==> config.mk <==
export PLATFORM = sky130hd
export DESIGN_NAME = l2_sqrt
export DESIGN_NICKNAME = d
export VERILOG_FILES = /design/src/rtl/l2_pkg.sv /design/src/rtl/l2_sqrt_fifo.sv /design/src/rtl/l2_sqrt.sv
export SDC_FILE = /design/constraint.sdc
export NUM_CORES = 1
export LEC_CHECK = 0
export ABC_AREA = 1
export CAP_MARGIN = 30
export CORE_UTILIZATION = 25
export CTS_CLUSTER_SIZE = 40
export DETAILED_ROUTE_END_ITERATION = 7
export PLACE_DENSITY = 0.37
export SYNTH_ARGS = -nofsm -noshare
export SYNTH_HDL_FRONTEND = slang
export SYNTH_SLANG_ARGS = --single-unit
export TNS_END_PERCENT = 1
==> constraint.sdc <==
create_clock -name clk -period 3 [get_ports clk]
set_clock_uncertainty 0.15 [all_clocks]
set_input_delay 0.9 -clock clk [delete_from_list [all_inputs] [get_ports clk]]
set_output_delay 0.9 -clock clk [all_outputs]
set_load 0.01 [all_outputs]
==> src/rtl/l2_pkg.sv <==
// l2_pkg: shared widths, iteration count, FIFO depth and FSM states for l2_sqrt
package l2_pkg;
  localparam int F_W        = 20;
  localparam int NORM_W     = 10;
  localparam int SQRT_ITERS = 10;
  localparam int FIFO_DEPTH = 4;
  localparam int REM_W      = NORM_W + 3;
  localparam int ITER_W     = $clog2(SQRT_ITERS);
  localparam int PTR_W      = $clog2(FIFO_DEPTH);
  localparam int CNT_W      = PTR_W + 1;
  localparam int ENTRY_W    = F_W + 1;
  typedef enum logic [1:0] {IDLE, CALC, DONE} state_e;
endpackage

==> src/rtl/l2_sqrt_fifo.sv <==
// l2_sqrt_fifo: 4-entry FIFO of {ovf, f} that accepts a push on a full cycle if a pop frees a slot
module l2_sqrt_fifo
  import l2_pkg::*;
(
  input  logic               clk,
  input  logic               rst,
  input  logic               push,
  input  logic               pop,
  input  logic [ENTRY_W-1:0] din,
  output logic [ENTRY_W-1:0] dout,
  output logic               full,
  output logic               empty,
  output logic [CNT_W-1:0]   count
);
  logic [ENTRY_W-1:0] mem_q [FIFO_DEPTH];
  logic [ENTRY_W-1:0] mem_d [FIFO_DEPTH];
  logic [PTR_W-1:0]   wr_q, wr_d, rd_q, rd_d;
  logic [CNT_W-1:0]   count_q, count_d;
  logic               wr, rd;
  assign full  = count_q == CNT_W'(FIFO_DEPTH);
  assign empty = count_q == '0;
  assign count = count_q;
  assign dout  = mem_q[rd_q];
  assign rd    = pop && !empty;
  assign wr    = push && (!full || rd);
  // pointer, occupancy and storage next-state
  always_comb begin
    mem_d = mem_q;
    if (wr) mem_d[wr_q] = din;
    wr_d    = wr ? wr_q + 1'b1 : wr_q;
    rd_d    = rd ? rd_q + 1'b1 : rd_q;
    count_d = count_q + CNT_W'(wr) - CNT_W'(rd);
  end
  // control state with reset; storage contents need none
  always_ff @(posedge clk) begin
    if (rst) begin
      wr_q    <= '0;
      rd_q    <= '0;
      count_q <= '0;
    end else begin
      wr_q    <= wr_d;
      rd_q    <= rd_d;
      count_q <= count_d;
    end
  end
  // storage array
  always_ff @(posedge clk) mem_q <= mem_d;
endmodule

==> src/rtl/l2_sqrt.sv <==
// l2_sqrt: queued floor(sqrt(f)) using a restoring one-bit-per-cycle square root
module l2_sqrt
  import l2_pkg::*;
(
  input  logic              clk,
  input  logic              reset,
  input  logic              valid_in,
  input  logic [F_W-1:0]    f,
  input  logic              ovf_in,
  output logic [NORM_W-1:0] norm,
  output logic              valid_out,
  output logic              overflow,
  output logic              busy,
  output logic              drop
);
  logic [ENTRY_W-1:0] fifo_dout;
  logic               fifo_full, fifo_empty, pop;
  logic [CNT_W-1:0]   fifo_count;
  state_e             state_q, state_d;
  logic [F_W-1:0]     rad_q, rad_d;
  logic [REM_W-1:0]   rem_q, rem_d, rem_sh, trial;
  logic [NORM_W-1:0]  root_q, root_d, norm_q, norm_d;
  logic [ITER_W-1:0]  iter_q, iter_d;
  logic               ovf_q, ovf_d, valid_q, valid_d, overflow_q, overflow_d, drop_q, drop_d, ge;
  l2_sqrt_fifo u_fifo (
    .clk   (clk),
    .rst   (reset),
    .push  (valid_in),
    .pop   (pop),
    .din   ({ovf_in, f}),
    .dout  (fifo_dout),
    .full  (fifo_full),
    .empty (fifo_empty),
    .count (fifo_count)
  );
  assign pop       = state_q == IDLE && !fifo_empty;
  assign busy      = fifo_count != '0 || state_q != IDLE;
  assign rem_sh    = {rem_q[REM_W-3:0], rad_q[F_W-1 -: 2]};
  assign trial     = {1'b0, root_q, 2'b01};
  assign ge        = rem_sh >= trial;
  assign norm      = norm_q;
  assign overflow  = overflow_q;
  assign valid_out = valid_q;
  assign drop      = drop_q;
  // FSM next-state plus square-root datapath and result registers
  always_comb begin
    state_d    = state_q;
    rad_d      = rad_q;
    rem_d      = rem_q;
    root_d     = root_q;
    iter_d     = iter_q;
    ovf_d      = ovf_q;
    norm_d     = norm_q;
    overflow_d = overflow_q;
    valid_d    = 1'b0;
    drop_d     = drop_q | (valid_in & fifo_full & ~pop);
    case (state_q)
      IDLE: if (pop) begin
        rad_d   = fifo_dout[F_W-1:0];
        ovf_d   = fifo_dout[F_W];
        rem_d   = '0;
        root_d  = '0;
        iter_d  = '0;
        state_d = CALC;
      end
      CALC: begin
        rem_d   = ge ? rem_sh - trial : rem_sh;
        root_d  = {root_q[NORM_W-2:0], ge};
        rad_d   = {rad_q[F_W-3:0], 2'b00};
        iter_d  = iter_q + 1'b1;
        state_d = iter_q == ITER_W'(SQRT_ITERS - 1) ? DONE : CALC;
      end
      DONE: begin
        norm_d     = ovf_q ? '1 : root_q;
        overflow_d = ovf_q;
        valid_d    = 1'b1;
        state_d    = IDLE;
      end
      default: state_d = IDLE;
    endcase
  end
  // state registers; reset abandons any in-flight result
  always_ff @(posedge clk) begin
    if (reset) begin
      state_q    <= IDLE;
      rad_q      <= '0;
      rem_q      <= '0;
      root_q     <= '0;
      iter_q     <= '0;
      ovf_q      <= 1'b0;
      norm_q     <= '0;
      overflow_q <= 1'b0;
      valid_q    <= 1'b0;
      drop_q     <= 1'b0;
    end else begin
      state_q    <= state_d;
      rad_q      <= rad_d;
      rem_q      <= rem_d;
      root_q     <= root_d;
      iter_q     <= iter_d;
      ovf_q      <= ovf_d;
      norm_q     <= norm_d;
      overflow_q <= overflow_d;
      valid_q    <= valid_d;
      drop_q     <= drop_d;
    end
  end
endmodule

* After elaboration in Yosys (flattened, before gate mapping) *
Cells that the tools add are included.

storage, ports and cells
  flip-flop bits (word level) = 152
  input bits = 24
  output and inout bits = 14
  logic and storage cells = 73

cells by class
  $add $sub $neg = 6
  $lt $le $gt $ge = 4
  equality and inequality tests = 5
  multiplexer cells = 20
  bitwise gates (word level) = 6
  reductions and logical operators = 15

operators by type and width
  kind                 count
  $bwmux 84            1
  $mux 21              3
  $bmux 21 s2          1
  $demux 21 s2         1
  $pmux 20 s2          1
  $mux 11              2
  $pmux 11 s2          1
  $mux 10              2
  $mux 20              1
  $pmux 10 s2          1
  $ge 13x12->1         1
  $sub 11x11->11       1
  $pmux 4 s2           1
  $ge 3x3->1 const B   2
  $not 2->3            2
  $add 2x1->2 const B  2
  $add 4x1->4 const B  1
  $eq 4x4->1 const B   1
  $logic_and 1x1->1    4
  $mux 2               2
  $mux 4               1
  $pmux 2 s2           1
  $reduce_and 2->1     2
  $reduce_bool 2->1    2
  16 further kinds     19

* Logic depth before layout (Yosys ltp) *
  depth in word-level cells = 8
  gate-level depth with buffers = 14
  mapped depth without buffers = 13

* Hierarchy *
A second synthesis with hierarchy kept.

second synthesis, totals
  cell total of the unflattened synthesis = 685
  area total of the unflattened synthesis = 7084.3 um2

modules (own cells, without submodules)
  module        times used  cells an instance  area an instance (um2)  seq. area each (um2)
  l2_sqrt_fifo  1           271                3907.5                  2662.6
  l2_sqrt       1           414                3176.8                  1221.2

* Least setup slack after synthesis *
OpenSTA, ideal clock, no wires.

  path kind = input port to flip-flop
  from = input port valid_in
  to = register u_fifo.mem_q[0] (netlist bit) (enable)
  setup time = 0.399 ns
  arrival time = 1.968 ns
  required time = 2.451 ns
  path slack = 0.483 ns
  cell stages on the path = 2
  buffers on the path = 0
  path through = nand2_1 > nor2_1

on the way
  cells in the longest elaborated chain, start to end = 1

ends and longest elaborated chain
  item                  RTL line            text
  start, declared       l2_sqrt.sv:7        input logic valid_in,
  $logic_and 1x1->1     l2_sqrt_fifo.sv:25  assign wr = push && (!full || rd);
  end signal, assigned  l2_sqrt_fifo.sv:47  always_ff @(posedge clk) mem_q <= mem_d;
  end, declared         l2_sqrt_fifo.sv:15  logic [ENTRY_W-1:0] mem_q [FIFO_DEPTH];

No other way between the ends.
A chain may end at the register's enable or synchronous reset.

* Final worst setup path *
  from = register u_fifo.count_q[1] (netlist: u_fifo.count[1])
  to = output port busy

on the way
  cells in the longest elaborated chain, start to end = 2

ends and longest elaborated chain
  item                    RTL line            text
  start, declared         l2_sqrt_fifo.sv:18  logic [CNT_W-1:0] count_q, count_d;
  start signal, assigned  l2_sqrt_fifo.sv:43  count_q <= count_d;
  $reduce_bool 3->1       l2_sqrt.sv:37       assign busy = fifo_count != '0 || state_q != IDLE;
  $logic_or 1x1->1        l2_sqrt.sv:37
  end, declared           l2_sqrt.sv:13       output logic busy,

No other way between the ends.

==> summary.md <==
The first TritonRoute pass finished after 4 iterations. In the routed layout, each cell is associated on average with a via count of 4.45. Origin of the critical flop-to-flop path: root_q[2].

For the number of global-route vias before repair, the log shows 4986. Timing would allow up to 381 MHz. Number of enable-type register cells in the synthesized netlist: 84.

For this design, the CTS-stage hold fixing added 0 buffers. The flow ran to the end, and the final reports show no timing, DRC or antenna violations. The leakage power total came out at 3.12 nW. After layout, the minimum clock period comes to 2.62 ns. In this run the deepest clock path goes through 2 buffers. The tools report the sequential element share of the synthesized area as 0.588.

The routed length on met3 came out at 405 microns. The share of cells above drive strength 1 was 0.0745. For flop-to-flop paths, the worst setup slack is 0.77 ns.

After synthesis, the mean cell area works out to 9.26 sq um. Die height: 164 microns. The highest metal layer used by the detailed router is met4.

The endpoint identified for the worst register-to-register timing path is rem_q[10]. The overall routed net length is 16400 microns, and the floorplan row count is 59. For the worst setup path, the data required time is 1.95 ns.

Cell with the biggest individual delay on the critical path: sky130_fd_sc_hd__clkdlybuf4s50_1. The H-tree was split into 4 levels. The share of the core filled with cells in the final layout was 0.308; the count of filler cells inserted in the layout was 2733. TritonCTS built the clock tree. After clock tree synthesis, the clock-pin slew on the worst setup and hold paths is 0.06 ns. In this run, CTS created clock tree buffers numbering 17. The number of maximum-capacitance violations was 0. IR analysis of the VDD net gives a maximum drop of 0.352 mV.

The region available for standard cell placement spans 26000 sq um. The quantity of I/O buffers inserted on ports came out at 37. The number of antenna violations at the first check in global routing was 0. The critical path goes through inv_1, nand4_1, clkdlybuf4s50_1.

The post-CTS setup-driven buffer insertion count was 0. Setup repair after global routing left no endpoint under its margin. At the end of the flow, the number of nets in the layout was 798. The number of setup violations in the final report was 0; the pin count of the biggest net entering global routing was 44. In this run the worst path has a maximum fanout of 4.

The area growth from synthesis to layout is 21.1%. The power per cell area was 933 nW/um^2. During synthesis, Yosys emitted a total of 0 warnings. The final period utilization is 0.874, and the sum of buffers and inverters on the critical path is 2. In this design, the stage delay of the slowest critical-path cell is 0.54 ns.

The cell area that synthesis handed to floorplanning was 6600 sq um. The tools report the master cell of the clock root buffer as sky130_fd_sc_hd__clkbuf_16. The tools report the count of final max-slew check failures as 0. The tools report the kind of start point of the critical path as a flip-flop. Initial standard-cell utilization of the core: 0.254. The die covers 27100 sq um.

The run gives 10900 microns as the half-perimeter wire length after placement. The logs give 1.57 ns for the arrival time at the worst endpoint and 3880 sq um for the area occupied by registers. The run gives 0 ns as the setup TNS after final layout. The total length of routed met2 wires is 8050 microns, and the last weighted congestion value of the routability-driven placer is 0.822. For this block, wires on met1 add up to 7700 microns. The share of synthesized registers carrying an async set or reset is 0, and the number of different library cells in the post-synthesis netlist is 32.

The path type of the worst min-delay path is reg -> reg. Including well taps, the total number of placed cells is 1069. The kind of end point of the critical path is an output pin. During I/O placement, the number of pins put on the boundary was 38. The first global-routing pass estimated 26500 microns of wire. The post-detailed-route count of antenna-violating nets is 0, and the violation count after the first detailed-routing iteration is 261.

For the worst-case headroom to the max-slew limit, the log shows 0.495. Counting every net in the synthesized netlist gives 758. The count of mapped cells out of synthesis was 713; the hold path depth was 1. Excluding fillers, the count of instances in the completed layout stands at 1100.

The tools report the hold path endpoint as u_fifo.count[2]. For this run, design rule violations remaining after detail routing come to 0. The type of the setup path with the least slack is reg -> out. The die width was 164 microns; the synthesized flop and latch total was 152. For the clock insertion delay at the later pin of the skew report, the log shows 0.42 ns. The tools report the worst hold path startpoint as u_fifo.count[2].

The run gives 0 as the number of failing hold endpoints at the final stage. The repair_antennas step left the layout with diodes totalling 0. After routing the design area is 8000 sq um. The path depth of the worst reg2reg path is 10. The detailed-route wire length per cell is 14.9 microns, and the aggregate global routing overflow is 0. Once the clock tree was built, the resizer swapped 0 gates to a different size. The logs give 0.131 for the global-route total usage across every layer and 7430 sq um for the total cell area at the placement stage. For the via count of the routed design, the log shows 4896.

Among cell families on the critical path, the largest total delay comes from buffers and inverters. For the pin with the worst max-slew slack, the measured transition is 0.756 ns. For this design, the sink count on the clock tree is 152.

The most used flip-flop cell after synthesis is sky130_fd_sc_hd__edfxtp_1. The multi-input combinational cells in the finished layout cover a total of 2260 sq um.
==> cell families after synthesis <==
kind of cell / count (synthesis) / synth area share
fa+ha+maj: 21 / 0.0409
flops: 152 / 0.588
xor+xnor: 5 / 0.00664
buf+inv: 116 / 0.0700
compound gates: 138 / 0.118
simple gates: 281 / 0.176
==> area by class of cell <==
type / instances / area share
clock inverters: 14 / 0.0178
repair buffers: 54 / 0.0685
multi-input cells: 445 / 0.283
clock buffers: 17 / 0.0532
inverters: 83 / 0.0390
well taps: 335 / 0.0524
flip-flops and latches: 152 / 0.486
==> how the worst max path moves through the flow <==
| stage | startpoint | end | slack [ns] | cells after the start |
|---|---|---|---|---|
| final | u_fifo.count[1] | busy | 0.38 | 3 |
| after global routing | state_q[0] | busy | 0.27 | 3 |
| after CTS | state_q[1] | busy | 0.32 | 3 |
| after detailed placement | valid_in | u_fifo.count[2] | 0.28 | 9 |
| after global placement | reset | root_q[8] | -0.06 | 4 |
| after floorplan | valid_in | u_fifo.mem_q[0] | 0.48 | 2 |
==> cells in the mapped netlist (2+ instances only) <==
cell | n | area (sq um)
sky130_fd_sc_hd__nand3_2 | 2 | 20.0
sky130_fd_sc_hd__nand2_1 | 157 | 589
sky130_fd_sc_hd__ha_1 | 20 | 250
sky130_fd_sc_hd__xor2_1 | 2 | 17.5
sky130_fd_sc_hd__o21ai_0 | 66 | 330
sky130_fd_sc_hd__nand3_1 | 28 | 140
sky130_fd_sc_hd__o211ai_1 | 3 | 22.5
sky130_fd_sc_hd__buf_2 | 14 | 70.1
sky130_fd_sc_hd__o32ai_1 | 4 | 35.0
sky130_fd_sc_hd__a22oi_1 | 3 | 22.5
sky130_fd_sc_hd__clkbuf_1 | 17 | 63.8
sky130_fd_sc_hd__o22ai_1 | 26 | 163
sky130_fd_sc_hd__a31oi_1 | 7 | 43.8
sky130_fd_sc_hd__xnor2_1 | 3 | 26.3
sky130_fd_sc_hd__nand3b_1 | 8 | 60.1
sky130_fd_sc_hd__dfxtp_1 | 68 | 1360
sky130_fd_sc_hd__o221ai_1 | 4 | 35.0
sky130_fd_sc_hd__a21oi_1 | 23 | 115
sky130_fd_sc_hd__edfxtp_1 | 84 | 2520
sky130_fd_sc_hd__inv_1 | 82 | 308
sky130_fd_sc_hd__nor2_1 | 76 | 285
sky130_fd_sc_hd__nand4_1 | 6 | 37.5
==> cells in the final DEF, fill, tap and decap left out, drive strengths merged, types with 8 or more instances in the layout <==
cell	count
a21oi	23
buf	17
clkbuf	17
clkdlybuf4s50	37
dfxtp	68
edfxtp	84
ha	20
inv	89
nand2	158
nand3	30
nand3b	8
nor2	78
o21ai	67
o22ai	26
==> report_power, final <==
group	internal [mW]	switching [mW]	total, mW
Clock	1.16	0.913	2.07
Combinational	0.895	1.79	2.68
Sequential	2.54	0.166	2.70
Total	4.59	2.87	7.46
==> state kept, by name, summed over array words and instances (netlist names) <==
register      flops
drop              1
iter_q            4
norm             10
overflow          1
ovf_q             1
rad_q            20
rem_q            11
root_q           10
state_q           2
u_fifo.count      3
u_fifo.mem_q     84
u_fifo.rd_q       2
u_fifo.wr_q       2
valid_out         1
==> per-stage QoR <==
stage | hold slack, ns | total power [mW] | worst slack, ns
2_1_floorplan | 0.272 | 4.64 | 0.483
3_3_place_gp | 0.290 | 5.44 | -0.0604
3_5_place_dp | 0.297 | 5.47 | 0.280
4_1_cts | 0.311 | 7.60 | 0.322
5_1_grt | 0.337 | 8.07 | 0.267
6_report | 0.308 | 7.46 | 0.377
==> metal layers <==
| metal | global-route usage | vias up |
|---|---|---|
| met5 | 0 | - |
| met4 | 0.0475 | 0 |
| met3 | 0.0251 | 15 |
| met2 | 0.223 | 61 |
| met1 | 0.164 | 2346 |
| li1 | - | 2474 |
(Power assumes the default switching activity.)
